`src/rtl/x_skew_feeder.sv`:
```
// x_skew_feeder: row-edge activation FIFO followed by per-row diagonal skew
// lines that feed x/x_v into column 0 of the systolic array.
module x_skew_feeder #(
    parameter int x_w        = 8,
    parameter int rows       = 8,
    parameter int fifo_depth = 4
) (
    input  logic                clk_i,
    input  logic                rst_i,
    input  logic [rows*x_w-1:0] vec_i,
    input  logic                vec_v_i,
    input  logic                last_i,
    output logic                vec_rdy_o,
    input  logic                en_i,
    output logic [rows*x_w-1:0] x_o,
    output logic [rows-1:0]     x_v_o,
    output logic                last_o,
    output logic                busy_o
);
    localparam int pw = (fifo_depth > 1) ? $clog2(fifo_depth) : 1;
    localparam int cw = $clog2(fifo_depth + 1);
    localparam logic [cw-1:0] depth_c = cw'(fifo_depth);
    localparam logic [pw-1:0] ptr_max = pw'(fifo_depth - 1);

    logic [rows*x_w-1:0] mem [fifo_depth];
    logic [fifo_depth-1:0] mem_last;
    logic [pw-1:0]         wr_ptr;
    logic [pw-1:0]         rd_ptr;
    logic [cw-1:0]         count;
    logic [cw-1:0]         count_next;
    logic                  push;
    logic                  pop;
    logic [rows*x_w-1:0]   head;
    logic                  head_last;
    logic [rows-1:0]       row_live;
    logic [rows-1:0]       last_line;

    assign push      = vec_v_i && vec_rdy_o;
    assign pop       = en_i && (count != '0);
    assign head      = mem[rd_ptr];
    assign head_last = mem_last[rd_ptr];

    always_comb begin
        count_next = count;
        case ({push, pop})
            2'b10:   count_next = count + 1'b1;
            2'b01:   count_next = count - 1'b1;
            default: count_next = count;
        endcase
    end

    // FIFO storage: data only, no reset
    always_ff @(posedge clk_i) begin
        if (push) begin
            mem[wr_ptr]      <= vec_i;
            mem_last[wr_ptr] <= last_i;
        end
    end

    always_ff @(posedge clk_i or negedge rst_i) begin
        if (!rst_i) begin
            count     <= '0;
            wr_ptr    <= '0;
            rd_ptr    <= '0;
            vec_rdy_o <= 1'b0;
            busy_o    <= 1'b0;
            last_line <= '0;
        end else begin
            count <= count_next;
            if (push) wr_ptr <= (wr_ptr == ptr_max) ? '0 : wr_ptr + 1'b1;
            if (pop)  rd_ptr <= (rd_ptr == ptr_max) ? '0 : rd_ptr + 1'b1;
            vec_rdy_o <= (count_next < depth_c);
            // any stage still valid after this edge: new pop or a non-final stage now
            busy_o    <= (count_next != '0) || pop || (|row_live);
            last_line <= {last_line[rows-2:0], pop && head_last};
        end
    end

    assign last_o = last_line[rows-1];

    // Skew lines: row r is r+1 stages deep, stage 0 in the LSBs
    for (genvar r = 0; r < rows; r++) begin : g_row
        logic [r:0]           vld_p;
        logic [(r+1)*x_w-1:0] dat_p;
        logic [x_w-1:0]       elem;

        assign elem = pop ? head[r*x_w +: x_w] : '0;

        if (r == 0) begin : g_first
            always_ff @(posedge clk_i or negedge rst_i) begin
                if (!rst_i) begin
                    vld_p <= '0;
                    dat_p <= '0;
                end else begin
                    vld_p <= pop;
                    dat_p <= elem;
                end
            end
            assign row_live[r] = 1'b0;
        end else begin : g_rest
            always_ff @(posedge clk_i or negedge rst_i) begin
                if (!rst_i) begin
                    vld_p <= '0;
                    dat_p <= '0;
                end else begin
                    vld_p <= {vld_p[r-1:0], pop};
                    dat_p <= {dat_p[r*x_w-1:0], elem};
                end
            end
            assign row_live[r] = |vld_p[r-1:0];
        end

        assign x_v_o[r]             = vld_p[r];
        assign x_o[r*x_w +: x_w]    = dat_p[(r+1)*x_w-1 -: x_w];
    end

endmodule

```
`config.mk`:
```
export PLATFORM = sky130hd
export DESIGN_NAME = x_skew_feeder
export DESIGN_NICKNAME = d
export VERILOG_FILES = /design/src/rtl/x_skew_feeder.sv
export SDC_FILE = /design/constraint.sdc
export NUM_CORES = 1
export LEC_CHECK = 0
export CAP_MARGIN = 10
export CORE_MARGIN = 8
export CORE_UTILIZATION = 67
export CTS_BUF_LIST = sky130_fd_sc_hd__clkbuf_2 sky130_fd_sc_hd__clkbuf_4 sky130_fd_sc_hd__clkbuf_8
export DETAILED_ROUTE_END_ITERATION = 10
export DONT_BUFFER_PORTS = 1
export PLACE_DENSITY = 0.83
export SLEW_MARGIN = 20
export SYNTH_ARGS = -nofsm -noshare
export SYNTH_HDL_FRONTEND = slang
export SYNTH_SLANG_ARGS = --single-unit
```
`constraint.sdc`:
```
create_clock -name clk_i -period 7.3 [get_ports clk_i]
set_clock_uncertainty 0.1 [all_clocks]
set_input_delay 2.19 -clock clk_i [delete_from_list [all_inputs] [get_ports clk_i]]
set_output_delay 2.19 -clock clk_i [all_outputs]
set_load 0.01 [all_outputs]
```
==> results of run 1 <==
-- synthesized netlist by cell type (all sizes together) --
library cell,n
dfrtp,313
edfxtp,260
buf,71
mux4,65
nor2b,65
clkbuf,8
inv,7
ha,6
and3,4
nand2,4
a21o,2
nor2,2
nor3,2
xnor2,2
fa,1
mux2,1
mux2i,1
nand4,1
nor4,1
o31ai,1
or4,1
xor2,1
-- stage by stage --
stage	area, um^2	cells	util
after floorplan	18300	819	-
after global placement	18300	1083	0.678
after detailed placement	18300	1083	0.678
after CTS	20000	1240	0.743
after global routing	20000	1240	0.743
final	20000	1240	0.743
-- cell families after synthesis --
| logic type | after synthesis | share of synthesized area |
|---|---|---|
| mux | 67 | 0.0810 |
| buf+inv | 86 | 0.0320 |
| flops | 573 | 0.853 |
| xor+xnor | 3 | 0.00143 |
| fa+ha+maj | 7 | 0.00518 |
| simple gates | 80 | 0.0264 |
| compound gates | 3 | 0.00150 |
-- power by group through the flow --
stage          clock [mW]  combinational (mW)  sequential, mW
2_1_floorplan           0                1.05            4.48
6_report             2.57               0.866            4.72
3_5_place_dp            0               0.880            4.81
4_1_cts              2.64               0.884            4.75
5_1_grt              2.77               0.941            4.81
3_3_place_gp            0               0.827            4.73
-- final cells by class --
type,instances,area [um^2],share of cell area
clock inverter,21,179,0.00893
timing repair buffer,2,15.0,0.000750
tap,341,427,0.0213
clock buffer,136,1580,0.0791
inverter,7,26.3,0.00131
multi-input combinational,160,2150,0.107
sequential,573,15600,0.781
-- registers in the layout, summed over array words and instances, names as in the netlist --
signal       flops
wr_ptr           2
rd_ptr           2
g_row.dat_p    288
mem            256
count            3
g_row.vld_p      8
vec_rdy_o        1
mem_last         4
busy_o           1
last_line        8
-- routing by layer --
layer	global-route usage	up-vias	routed length [um]
li1	-	2953	-
met4	0.0666	0	601
met5	0	-	0
met1	0.193	3617	10000
met3	0.0679	57	2220
met2	0.291	213	14600
-- worst max-delay path, cell delays in order --
cell,delay (ps)
o31ai_4,30
buf_4,730
inv_1,210
ha_1,270
inv_1,100
fa_1,220
xor2_1,150
nor2_1,60
xnor2_1,240
nand4_1,120
-- final timing paths --
check	cells past startpoint	slack (ps)	startpoint	endpoint
max	10	3290	en_i	busy_o
min	0	230	g_row[7].dat_p[5]	g_row[7].dat_p[13]
max reg2reg	10	4220	count[0]	busy_o
min reg2reg	0	230	g_row[7].dat_p[5]	g_row[7].dat_p[13]
max in group asynchronous	0	5120	rst_i	g_row[7].dat_p[24]
min in group asynchronous	0	1200	rst_i	g_row[7].vld_p[7]
==> impl_metrics.tcl, run 1 <==
set metrics [dict create \
    setup-violations-final 0 \
    final_max_slew_viol_count 0 \
    cts_buffers 84 \
    hold_ws_ps 235 \
    dr.pass1.iters 4 \
    ctsResizeCount 0 \
    final_common_cell "dfrtp_1" \
    min_period_over_period 0.550 \
    synthTopCellsByArea "dfrtp_1 (43%), edfxtp_1 (43%), mux4_2 (8.0%)" \
    mostFrequentLayoutCells "dfrtp_1 (311), edfxtp_1 (260), clkbuf_8 (90)" \
    netSwitchingPower_mw 1.96 \
    cts_tree "done" \
    powerDensity_mw_per_mm2 408 \
    grt_pass1_wl_mm 42.8 \
    synth_top_area_frac 0.427 \
    vias 6840 \
    htreeDepth 3 \
    relSlewSlack 0.268 \
    seq_power_share 0.579 \
    dr.first_iter.drc_count 441 \
    grt_pass1_vias 7755 \
    synthesis.instances 819 \
    fin_tns_setup_ps 0 \
    cts_num_sinks 573 \
    rows 60 \
    vias_per_cell 5.52 \
    synth_nets 895 \
    dieArea_mm2 0.0329 \
    worstSetupPathType "in -> reg" \
    final_nets 904 \
    static-leakage-power_nw 8.06 \
    ys_ff_latch 573 \
    fill_cells 1427 \
    die_width_um 181 \
    synth_area_mm2 0.0183 \
    finalPower_mw 8.16 \
    arrival_ps 4330 \
    crit_required_ps 7620 \
    rsz0062_at_grt "false" \
    status "finished, final reports clean" \
    drc 0 \
    cts_buffer_depth 3 \
    p_int_mw 6.20 \
    cts_setup_buffers 0 \
    start_util 0.681 \
    seq_area_frac_synth 0.853 \
    clock-root-buffer "clkbuf_8" \
    maxCapViolations 0 \
    crit_fanout 70 \
    hp-class "reg -> reg" \
    sw_frac_of_total 0.241 \
    die_y_um 181 \
    grt_remaining_overflow 0 \
    drive_gt1_frac 0.253 \
    cts_hold_buffers 0 \
    port_buffers 0 \
    max_slew.worst_pin.slew_ps 1100 \
    ios 144 \
    avgSynthCellArea_um2 22.4 \
    core_mm2 0.0270 \
    hold_viol_final 0 \
    wire_per_inst_um 22.1 \
    period_needed_ps 4010 \
    grt_max_degree 314 \
    critical_path.startpoint_type "primary input" \
    diodes 0 \
    clkLatencyLatePin_ps 590 \
    syn_to_final_growth_pct 9.16 \
    gp_congestion 0.694 \
    finalWirelength_mm 27.5 \
    ys_warn_count 0 \
    max-vdd-ir-drop_uv 237 \
    cp-end-kind "flip-flop" \
    pwr-share-comb 0.106 \
    clock_power_share 0.315 \
    fmax_mhz 249 \
    grt_use_total 0.171 \
    hpwl_mm 14.8 \
    yosysUniqueCellTypes 24 \
    setup_ws_ps 3290 \
    antenna_found_initial 0 \
    ant_nets 0 \
    synth_top_cell_by_area "dfrtp_1" \
    path_clk_slew_ps 60 \
    dp_slack_ps 2690 \
]
Power figures use the tool's default switching activity.
==> inputs of run 2 (changes only) <==
- CORE_UTILIZATION: 67 -> 59
- PLACE_DENSITY: 0.83 -> 0.78
- clock period: 7.3 -> 3.5 ns (I/O delays scaled with it)
==> run 2 against run 1 <==
Die area grew 12%. Critical path depth shrank 2. Count of clock-buffer cells in the layout down 2. Sequential power up 110%. Total power increased by 110%. Non-clock buffer count increased by 5. Design area increased by 0.88%. Cell count rose by 4.5%. Utilization decreased by 8.3 points. Routed wire length is 0.31% higher. Critical path type is now reg -> reg. Largest power group unchanged.
==> impl_metrics.tcl, run 2 (same netlist as run 1, synthesis figures left out) <==
set metrics [dict create \
    largest_register "g_row.dat_p" \
    maxCapViolations 0 \
    clock_power_share 0.315 \
    vias 6817 \
    cts_buffer_depth 3 \
    hp-class "in -> async" \
    critical_path.startpoint_type "flip-flop" \
    cp.depth 8 \
    start_util 0.600 \
    rows 64 \
    ant_nets 0 \
    largest_reg_flops 288 \
    period_needed_ps 2250 \
    cp-end-kind "flip-flop" \
    crit_required_ps 3810 \
    r2r-start "vec_rdy_o" \
    arrival_ps 2560 \
    core_mm2 0.0306 \
    htreeDepth 3 \
    drc 0 \
    seq_power_share 0.578 \
    powerDensity_mw_per_mm2 842 \
    dieArea_mm2 0.0370 \
    cts_buffers 85 \
    r2r_end "busy_o" \
    relSlewSlack 0.332 \
    largestRegisters "g_row.dat_p x288, mem x256" \
    crit_fanout 6 \
    die_y_um 192 \
    crit_start "vec_rdy_o" \
    final_nets 910 \
    grt_max_degree 314 \
    stdcell_count 1296 \
    netSwitchingPower_mw 4.07 \
    placed_area_mm2 0.0184 \
    max-vdd-ir-drop_uv 463 \
    clock-root-buffer "clkbuf_8" \
    sw_frac_of_total 0.239 \
    setup-violations-final 0 \
    fin_tns_setup_ps 0 \
    grt_use_total 0.155 \
    dr.first_iter.drc_count 399 \
    dr.pass1.iters 4 \
    path_clk_slew_ps 60 \
    grt_pass1_vias 7731 \
    ctsResizeCount 0 \
    utilization 0.660 \
    pwr-share-comb 0.107 \
    max_stage_delay_ps 480 \
    final_common_cell "dfrtp_1" \
    status "finished, final reports clean" \
    ios 144 \
    final_max_slew_viol_count 0 \
    dp_cells 1143 \
    worstSetupPathType "reg -> reg" \
    fmax_mhz 444 \
    rsz0062_at_grt "false" \
    drive_gt1_frac 0.251 \
    cts_tree "done" \
    cts_hold_buffers 0 \
    grt_pass1_wl_mm 43.3 \
    finalWirelength_mm 27.5 \
    port_buffers 0 \
    static-leakage-power_nw 8.11 \
    r2r_slack_ps 1250 \
    max_slew.worst_pin.slew_ps 1000 \
    die_width_um 192 \
    clkLatencyLatePin_ps 600 \
    hpwl_mm 15.5 \
    syn_to_final_growth_pct 10.1 \
    endpoint "busy_o" \
    crit_chain "nand2_1, ha_1, inv_1, fa_1, xor2_1, nor2_1, xnor2_1, nand4_1" \
    gp_congestion 0.694 \
    vias_per_cell 5.26 \
    mostFrequentLayoutCells "dfrtp_1 (311), edfxtp_1 (260), clkbuf_8 (96)" \
    hold_ws_ps 55.5 \
    cts_setup_buffers 0 \
    antenna_found_initial 0 \
    diodes 0 \
    grt_remaining_overflow 0 \
    min_period_over_period 0.644 \
    hold_viol_final 0 \
    cts_num_sinks 573 \
    cp.buffers_inverters 1 \
    p_int_mw 12.9 \
    wire_per_inst_um 21.3 \
    crit_path_top_delay_cell "dfrtp_1" \
    fin_area_mm2 0.0202 \
    reg2reg_depth 8 \
    crit_family "adder cells" \
]
run 2: power groups by stage:
stage	clock (mW)	combinational (mW)	sequential, mW
after floorplan	0	2.19	9.34
after global placement	0	1.76	9.89
after detailed placement	0	1.83	10.0
after CTS	5.52	1.85	9.91
after global routing	5.81	1.98	10.0
final	5.36	1.81	9.84
run 2: final cells by class:
cell class                 instances  area, um^2
multi-input combinational        160        2150
fill                            1917       10400
timing repair buffer               7         115
sequential                       573       15600
clock buffer                     134        1610
inverter                           7        26.3
clock inverter                    19         164
tap                              396         495
run 2: worst min path at each step:
stage / startpoint / endpoint / slack [ps]
2_1_floorplan: g_row[1].dat_p[2] / g_row[1].dat_p[10] / 230
3_3_place_gp: g_row[6].dat_p[32] / g_row[6].dat_p[40] / 230
3_5_place_dp: g_row[4].dat_p[25] / g_row[4].dat_p[33] / 230
4_1_cts: rst_i / g_row[3].dat_p[8] / 10
5_1_grt: rst_i / g_row[5].dat_p[7] / 7
6_report: rst_i / wr_ptr[1] / 60
run 2: metrics by stage:
step	setup WS, ps	power, mW
2_1_floorplan	343	11.5
3_3_place_gp	883	11.7
3_5_place_dp	781	11.9
4_1_cts	1200	17.3
5_1_grt	1110	17.8
6_report	1250	17.0
run 2: routing by layer:
layer	GRT usage	vias up	share of wire
met5	0	-	0
met4	0.0637	0	0.026
met3	0.0501	69	0.070
met2	0.262	177	0.53
met1	0.181	3615	0.37
li1	-	2956	-
run 2: worst register-to-register path: cells and delay by family (launching register included):
| kind | cells | cell delay (ps) |
|---|---|---|
| flops | 1 | 480 |
| simple gates | 3 | 470 |
| buf+inv | 1 | 70 |
| fa+ha+maj | 2 | 600 |
| xor+xnor | 2 | 350 |
==> inputs of run 3 (changes only) <==
- CORE_UTILIZATION: 59 -> 65
- PLACE_DENSITY: 0.78 -> 0.81
- clock period: 3.5 -> 2.4 ns (I/O delays scaled with it)
==> run 3 against run 2 <==
The run now ends with hold timing left. Sequential share of layout area decreased by 0.76 points. Cell count shrank 0.54%. Via count rose by 1.6%. Total power increased by 50%. Combinational power grew 66%. First-iteration DRC count increased by 3.0%. Hold slack got worse by 340 ps. Maximum frequency grew 0.13%.
==> impl_metrics.tcl, run 3 (same netlist as run 1, synthesis figures left out) <==
set metrics [dict create \
    relSlewSlack 0.407 \
    core_mm2 0.0278 \
    ctsResizeCount 0 \
    max_stage_delay_ps 480 \
    crit_required_ps 2710 \
    dp_cells 1130 \
    syn_to_final_growth_pct 11.2 \
    fmax_mhz 444 \
    clock_power_share 0.325 \
    mostFrequentLayoutCells "dfrtp_1 (311), edfxtp_1 (260), clkbuf_8 (101)" \
    utilization 0.734 \
    cts_buffers 85 \
    setup-violations-final 0 \
    grt_use_total 0.171 \
    cts_tree "done" \
    pwr-share-comb 0.118 \
    netSwitchingPower_mw 6.06 \
    hp-class "in -> async" \
    sw_frac_of_total 0.238 \
    htreeDepth 3 \
    cts_setup_buffers 0 \
    fin_tns_setup_ps 0 \
    crit_chain "nand2_1, ha_1, inv_1, fa_1, xor2_1, nor2_1, xnor2_1, nand4_1" \
    min_period_over_period 0.938 \
    antenna_found_initial 0 \
    cp-end-kind "flip-flop" \
    worstSetupPathType "reg -> reg" \
    start_util 0.660 \
    hold_viol_final 313 \
    stdcell_count 1289 \
    grt_pass1_vias 7965 \
    grt_pass1_wl_mm 43.7 \
    cts_num_sinks 573 \
    die_y_um 184 \
    cts_buffer_depth 3 \
    grt_remaining_overflow 0 \
    diodes 0 \
    cp.buffers_inverters 1 \
    grt_max_degree 314 \
    crit_fanout 6 \
    hold_ws_ps -282 \
    drive_gt1_frac 0.256 \
    drc 0 \
    finalWirelength_mm 27.7 \
    vias 6923 \
    status "complete, but fails checks" \
    vias_per_cell 5.37 \
    powerDensity_mw_per_mm2 1250 \
    path_clk_slew_ps 60 \
    gp_congestion 0.701 \
    dr.pass1.iters 5 \
    ant_nets 0 \
    seq_power_share 0.557 \
    arrival_ps 2560 \
    rows 61 \
    p_int_mw 19.4 \
    largestRegisters "g_row.dat_p x288, mem x256" \
    fill_cells 1533 \
    final_nets 915 \
    wire_per_inst_um 21.5 \
    largest_reg_flops 288 \
    max-vdd-ir-drop_uv 808 \
    crit_path_top_delay_cell "dfrtp_1" \
    static-leakage-power_nw 8.21 \
    clkLatencyLatePin_ps 600 \
    final_common_cell "dfrtp_1" \
    final_max_slew_viol_count 0 \
    die_width_um 184 \
    critical_path.startpoint_type "flip-flop" \
    port_buffers 0 \
    period_needed_ps 2250 \
    violations "hold timing" \
    largest_register "g_row.dat_p" \
    maxCapViolations 0 \
    ios 144 \
    rsz0062_at_grt "false" \
    dieArea_mm2 0.0339 \
    crit_family "adder cells" \
    dr.first_iter.drc_count 411 \
    fin_area_mm2 0.0204 \
    clock-root-buffer "clkbuf_8" \
    placed_area_mm2 0.0185 \
    hpwl_mm 15.4 \
    max_slew.worst_pin.slew_ps 890 \
]
run 3: cell types whose count changed in the layout (fill, tap and decap cells not counted), sizes merged:
cell,delta
buf,+5
clkinv,+5
bufinv,+4
clkbuf,-4
clkinvlp,+1
run 3: final timing paths:
check | endpoint | cells after the start | slack [ps] | from
setup / recovery | busy_o | 8 | 150 | vec_rdy_o
max in group asynchronous | g_row[7].dat_p[13] | 0 | 1730 | rst_i
hold reg to reg | g_row[4].dat_p[12] | 0 | 220 | g_row[4].dat_p[4]
hold / removal | wr_ptr[0] | 0 | -280 | rst_i
min in group clk_i | mem[3][32] | 0 | 110 | vec_i[32]
setup reg to reg | busy_o | 8 | 150 | vec_rdy_o
run 3: through the flow:
stage               setup slack (ps)  power (mW)
floorplan                       15.4        16.8
global placement                 111        17.1
detailed placement             -20.6        17.5
CTS                              152        25.9
global route                    27.3        26.7
finish                           149        25.5
run 3: layout make-up:
type / count / area (um^2) / share of cell area
timing repair buffer: 12 / 215 / 0.0105
multi-input combinational: 160 / 2150 / 0.105
sequential: 573 / 15600 / 0.767
clock buffer: 130 / 1610 / 0.0788
clock inverter: 29 / 287 / 0.0140
tap: 378 / 473 / 0.0232
inverter: 7 / 26.3 / 0.00129
run 3: per-layer routing:
layer	vias to the layer above	share of wire	track usage
met5	-	0	0
met3	45	0.077	0.0567
met1	3707	0.37	0.194
met2	197	0.53	0.297
li1	2974	-	-
met4	0	0.025	0.0691
run 3: power by group through the flow:
stage                     combinational, mW  sequential, mW  clock, mW
after detailed placement               3.05            14.4          0
final                                  3.01            14.2       8.29
after global routing                   3.27            14.4       8.94
after floorplan                        3.19            13.6          0
after CTS                              3.08            14.3       8.51
after global placement                 2.93            14.2          0
